$ cat config.mk
export PLATFORM = sky130hd
export DESIGN_NAME = ysyx_2022040010_cache_arbiter
export DESIGN_NICKNAME = d
export VERILOG_FILES = /design/src/rtl/ysyx_2022040010_cache_arbiter.sv
export SDC_FILE = /design/constraint.sdc
export NUM_CORES = 1
export LEC_CHECK = 0
export CAP_MARGIN = 20
export CORE_AREA = 2 2 173 175
export DETAILED_ROUTE_END_ITERATION = 12
export DIE_AREA = 0 0 175 177
export GPL_ROUTABILITY_DRIVEN = 0
export SLEW_MARGIN = 20
export SYNTH_ARGS = -nofsm -noshare
export SYNTH_HDL_FRONTEND = slang
export SYNTH_SLANG_ARGS = --single-unit
$ cat constraint.sdc
create_clock -name clk -period 2.74 [get_ports clk]
set_clock_uncertainty 0.1 [all_clocks]
set_input_delay 0.548 -clock clk [delete_from_list [all_inputs] [get_ports clk]]
set_output_delay 0.548 -clock clk [all_outputs]
set_load 0.01 [all_outputs]
$ cat src/rtl/ysyx_2022040010_cache_arbiter.sv
// rtl/ysyx_2022040010_cache_arbiter.sv - icache/dcache miss arbiter onto one burst memory port
module ysyx_2022040010_cache_arbiter #(
  parameter int ADDR_W     = 32,
  parameter int DATA_W     = 64,
  parameter int LINE_BEATS = 4
) (
  input  logic              clk,
  input  logic              rst,
  input  logic              icache_req,
  input  logic [ADDR_W-1:0] icache_addr,
  output logic [DATA_W-1:0] icache_rdata,
  output logic              icache_rvalid,
  output logic              icache_done,
  input  logic              dcache_req,
  input  logic              dcache_we,
  input  logic [ADDR_W-1:0] dcache_addr,
  input  logic [DATA_W-1:0] dcache_wdata,
  output logic              dcache_wnext,
  output logic [DATA_W-1:0] dcache_rdata,
  output logic              dcache_rvalid,
  output logic              dcache_done,
  output logic              mem_req,
  output logic              mem_we,
  output logic [ADDR_W-1:0] mem_addr,
  output logic [7:0]        mem_len,
  input  logic              mem_gnt,
  output logic [DATA_W-1:0] mem_wdata,
  output logic              mem_wvalid,
  input  logic              mem_wready,
  input  logic [DATA_W-1:0] mem_rdata,
  input  logic              mem_rvalid,
  input  logic              mem_bvalid,
  output logic              stallreq_for_cache
);

  localparam int CNT_W = $clog2(LINE_BEATS);

  typedef enum logic [2:0] {IDLE, ADDR, RDATA, WDATA, WRESP} state_t;

  state_t              state;
  logic                owner;
  logic [ADDR_W-1:0]   addr;
  logic                we;
  logic [CNT_W-1:0]    cnt;

  logic last_beat;
  logic in_addr, in_rdata, in_wdata, in_wresp;
  logic i_rd, d_rd;

  assign last_beat = (cnt == CNT_W'(LINE_BEATS - 1));

  // Outputs are decoded from state and forced low while reset is asserted,
  // so a mid-burst reset silences the bus immediately.
  assign in_addr  = rst && (state == ADDR);
  assign in_rdata = rst && (state == RDATA);
  assign in_wdata = rst && (state == WDATA);
  assign in_wresp = rst && (state == WRESP);

  always_ff @(posedge clk) begin
    if (!rst) begin
      state <= IDLE;
      owner <= 1'b0;
      addr  <= '0;
      we    <= 1'b0;
      cnt   <= '0;
    end else begin
      case (state)
        IDLE: begin
          cnt <= '0;
          if (dcache_req) begin
            owner <= 1'b1;
            addr  <= dcache_addr;
            we    <= dcache_we;
            state <= ADDR;
          end else if (icache_req) begin
            owner <= 1'b0;
            addr  <= icache_addr;
            we    <= 1'b0;
            state <= ADDR;
          end
        end
        ADDR: begin
          if (mem_gnt) state <= we ? WDATA : RDATA;
        end
        RDATA: begin
          if (mem_rvalid) begin
            cnt <= cnt + CNT_W'(1);
            if (last_beat) state <= IDLE;
          end
        end
        WDATA: begin
          if (mem_wready) begin
            cnt <= cnt + CNT_W'(1);
            if (last_beat) state <= WRESP;
          end
        end
        WRESP: begin
          if (mem_bvalid) state <= IDLE;
        end
        default: state <= IDLE;
      endcase
    end
  end

  assign mem_req    = in_addr;
  assign mem_we     = in_addr && we;
  assign mem_addr   = in_addr ? addr : '0;
  assign mem_len    = in_addr ? 8'(LINE_BEATS - 1) : 8'd0;

  assign mem_wvalid   = in_wdata;
  assign mem_wdata    = in_wdata ? dcache_wdata : '0;
  assign dcache_wnext = in_wdata && mem_wready;

  assign i_rd = in_rdata && !owner;
  assign d_rd = in_rdata && owner;

  assign icache_rvalid = i_rd && mem_rvalid;
  assign icache_rdata  = i_rd ? mem_rdata : '0;
  assign icache_done   = icache_rvalid && last_beat;

  assign dcache_rvalid = d_rd && mem_rvalid;
  assign dcache_rdata  = d_rd ? mem_rdata : '0;
  assign dcache_done   = (dcache_rvalid && last_beat) || (in_wresp && mem_bvalid);

  assign stallreq_for_cache = icache_req || dcache_req || (rst && (state != IDLE));

endmodule
Yosys cells after proc, flatten, opt, wreduce, memory -nomap -nowiden:

Index checks and enable logic that the tools add are counted.

* register bits: 39
* latch bits: 0
* bits in writable memories: 0
* bits in read-only memories: 0
* input port bits: 201
* output and inout port bits: 241
* logic and storage cells: 66
* memories kept: 0

* add/subtract/negate cells: 1
* $mul: 0
* divide/modulo/power cells: 0
* order comparisons: 0
* equal/unequal tests: 12
* shift operators: 0
* mux-type cells: 23
* bitwise gates (word level): 0
* reductions and logical operators: 25

Operator list (number)
* two-way mux 64 bit: 3
* two-way mux 32 bit: 3
* two-way mux 3 bit: 8
* case mux 3 bit (5 select lines): 1
* logical AND 1 bit: 14
* != test 2 bit, second input constant: 6
* AND reduction 7 bit: 1
* == test 3 x 2 -> 1 bit, second input constant: 2
* two-way mux 2 bit: 3
* case mux 2 bit (3 select lines): 1
* nonzero test 3 bit: 2
* two-way mux 1 bit: 4
* == test 3 x 1 -> 1 bit, second input constant: 1
* == test 3 bit, second input constant: 1
* logical NOT 3 bit: 1
* logical OR 1 bit: 3
* != test 3 bit, second input constant: 1
* AND reduction 3 bit: 1
* adder 2 x 1 -> 2 bit, second input constant: 1
* == test 2 bit, second input constant: 1
* AND reduction 2 bit: 1
* nonzero test 2 bit: 1
* logical NOT 1 bit: 1

Logic depth before layout (Yosys ltp):

* word-level depth: 6
* gate-level depth with buffers: 6
* gate-level depth less buffers: 4

Worst setup path after synthesis:

No wires, ideal clock.

* path kind: input to output
* from: input port rst
* to: output port dcache_rdata[14]
* data arrival time: 1.483 ns
* setup slack: 0.609 ns
* cell stages on the path: 5
* path buffers: 2
* cell sequence: nand3b_1 -> nor2_1 -> clkbuf_1 -> clkbuf_1 -> and3_1

* longest elaborated chain between the ends: 3

RTL lines
* from (decl): RTL line 8 `input logic rst,`
* logical AND 1 bit: RTL line 55 `assign in_rdata = rst && (state == RDATA);`
* logical AND 1 bit: RTL line 115 `assign d_rd = in_rdata && owner;`
* two-way mux 64 bit: RTL line 122 `assign dcache_rdata = d_rd ? mem_rdata : '0;`
* to (decl): RTL line 19 `output logic [DATA_W-1:0] dcache_rdata,`

Every way passes these cells.

Final worst setup path:

* from: input port rst
* to: output port icache_rdata[63]

* longest elaborated chain between the ends: 3

RTL lines
* logical AND 1 bit: RTL line 55
* logical AND 1 bit: RTL line 114 `assign i_rd = in_rdata && !owner;`
* two-way mux 64 bit: RTL line 118 `assign icache_rdata = i_rd ? mem_rdata : '0;`
* to (decl): RTL line 11 `output logic [DATA_W-1:0] icache_rdata,`

Every way passes these cells.

==> results.md <==
- Clk Latency, worst-skew pair: 0.28 ns
- WL per Instance: between 15 and 20 um
- Final hold vios: 0
- Startpoint Class: input pin
- # DRC: 0
- Main combinational cell family by area after synthesis: simple AND/OR/NAND/NOR gates
- EDFF count, synth: 0
- FF/Latch Area: ~780 sq um
- Layout area overhead: 144%
- Antenna violations before repair: 4
- Post-DP HPWL: between 15 and 20 mm
- Non-filler cells in the finished layout: between 1000 and 1500
- Final-layout fill cell count: 3128
- Top-area cell type share of the netlist area: 0.230
- Total GRT Usage: 0.126
- Hold Crit Class: register to register
- Largest net degree at the start of global routing: 50
- Placed cells: ~1300
- Via count: 5006
- TritonCTS clock tree: yes
- Most frequent cells in the layout: 198 x clkdlybuf4s50_1, 198 x dlygate4sd2_1, 132 x and2_1, 98 x and3_1, 37 x dfxtp_1
- Drt pass-1 iters: 4
- Sink Count: 39
- Setup violators final: 0
- Register area share after synthesis: 0.216
- Worst setup margin: roughly 0.10 ns
- Share of post-route cells with drive strength above 1: 0.123
- First-pass GRT wire length: 30.2 mm
- Clk slew on worst S/H paths: ~0.06 ns
- Cell row count: 63
- Total power: around 0.0036 W
- CP max FO: 7
- Die width: ~180 um
- Core area: between 20000 and 30000 sq um
- Adder-cell share of the synthesized area: 0.00345
- Leakage power: approximately 5.2 nW
- Setup WS pre-CTS: -0.398 ns
- Netlist cell types: 34
- Part of the cycle the worst path needs: 0.962
- Tmin final: ~2.6 ns
- Cell Pwr Density: about 410 nW/um^2
- Synth Area in XOR/XNOR: 0
- Worst Max-Slew Pin Slew: between 0.5 and 0.6 ns
- Portion of netlist area occupied by mux cells: 0.0971
- Longest Clk Path Bufs: 2
- Fin. max-slew vios: 0
- Hold-fix buffers, CTS: 0
- Cells after Synth: around 470
- Fin nets: 1114
- I/O Buffers: 435
- Multi-input gate area: about 2600 sq um
- Final core occ: 0.303
- Hold slack final: ~0.39 ns
- Syn avg cell area: 7.67 sq um
- Seq cells post-synth: 39
- VDD IR max: 0.242 mV
- Post-Synth Simple-Gate Area: 0.476
- Chip Height: between 150 and 200 um
- Complex-gate fraction of the synthesized area: 0.129
- Status: completed
- Vias in the first global route: around 4900
- Top_reg_cell synth: dfxtp_1
- RSZ-0062 raised after global routing: no
- Final wirelength: 21.4 mm
- GR Overflow Total: 0
- Initial Util: 0.124
- Via density: 3.84
- CTS buffer count: 5
- DR iter-0 viols: 203
- Area leader, netlist: and2_1
- CP required: roughly 2.1 ns
- Root buffer cell: clkbuf_16
- Rel. slew slack: 0.602
- Setup crit end kind: primary output
- Asr flop ratio synth: 0
- ANT nets after route: 0
- Post-Syn Area: about 3600 sq um
- H-tree depth: 2
- Max-cap violation count: 0
- # IOs: 442
- Crit Path Category: input pin to primary output
- YS warnings: 0
- Die area: 31000 sq um
- Top area cells in the synthesized netlist: and2_1 23%, dfxtp_1 22%, and3_1 17%, a211oi_2 9.7%, mux2i_1 9.4%
- FMAX: 0.379 GHz
- Arrival time at the worst endpoint: just under 2 ns
==> synth_stat cells, types with 2 or more instances <==
cell / number
a211oi_2: 28
o21ai_1: 2
mux2i_1: 34
o21ai_0: 4
dfxtp_1: 39
buf_2: 7
nor3_1: 2
buf_1: 2
nand2_1: 7
a211oi_1: 5
inv_1: 2
nor2_1: 36
and2_1: 133
buf_4: 11
nand2b_1: 2
or3_1: 2
a21oi_1: 3
and3_1: 98
clkbuf_1: 39
a22oi_1: 2
==> sequential cells by signal (all words and copies together), names as in the netlist <==
register and cells:
addr 32, state 3, owner 1, we 1, cnt 2
==> stage by stage <==
| step | setup TNS [ns] | instance area (sq um) |
|---|---|---|
| 4_1_cts | -0.132 | 8760 |
| 3_5_place_dp | -64.98 | 8490 |
| 5_1_grt | 0 | 8850 |
| 2_1_floorplan | 0 | 3640 |
| 3_3_place_gp | -68.44 | 8490 |
| 6_report | 0 | 8850 |
==> critical path, stage by stage <==
cell and delay [ns]:
dlygate4sd2_1 0.24, nand3b_1 0.09, buf_6 0.14, nor3_4 0.05
buf_6 0.13, buf_12 0.12, buf_12 0.13, buf_4 0.13
buf_4 0.12, and2_1 0.15, buf_6 0.12
==> kinds of logic after synthesis <==
kind of cell / after synthesis
AOI/OAI and AO/OA: 46
adders and majority gates: 1
buffers and inverters: 62
DFF: 39
muxes: 35
other: 1
and+or+nand+nor: 288
==> worst paths after layout <==
check                endpoint  depth (start not counted)     start  slack (ns)
min                    cnt[1]                          2    cnt[1]        0.39
max reg2reg          addr[13]                          6  state[0]        0.71
max          icache_rdata[63]                         11       rst        0.10
min reg2reg            cnt[1]                          2    cnt[1]        0.39
==> layout make-up <==
cell class	count	share of cell area
Timing Repair Buffer	487	0.543
Sequential cell	39	0.0885
Tap cell	390	0.0551
Antenna cell	1	0.000283
Multi-Input combinational cell	376	0.296
Clock inverter	3	0.00226
Inverter	3	0.00127
Clock buffer	5	0.0141
==> per-layer routing <==
layer,part of all wire,GRT usage
met1,0.40,0.151
met2,0.52,0.231
met3,0.074,0.0350
met4,0.0043,0.0115
met5,0.0019,0
==> what timing repair did <==
action,in CTS,in global routing
endpoints found under the hold margin,0,0
buffers inserted,20,1
cloned,6,2
setup endpoints to repair,235,80
resized for setup,244,48
pin swaps,2,2
==> power by group <==
group	switching [W]	leakage (nW)	internal (W)	total [W]
logic	0.00105	4.78	0.00109	0.00215
registers	0.000105	0.324	0.000753	0.000858
clock network	0.000252	0.0658	0.000336	0.000588
total	0.00141	5.17	0.00218	0.00359
No activity file was read; power rests on OpenSTA's default activity.
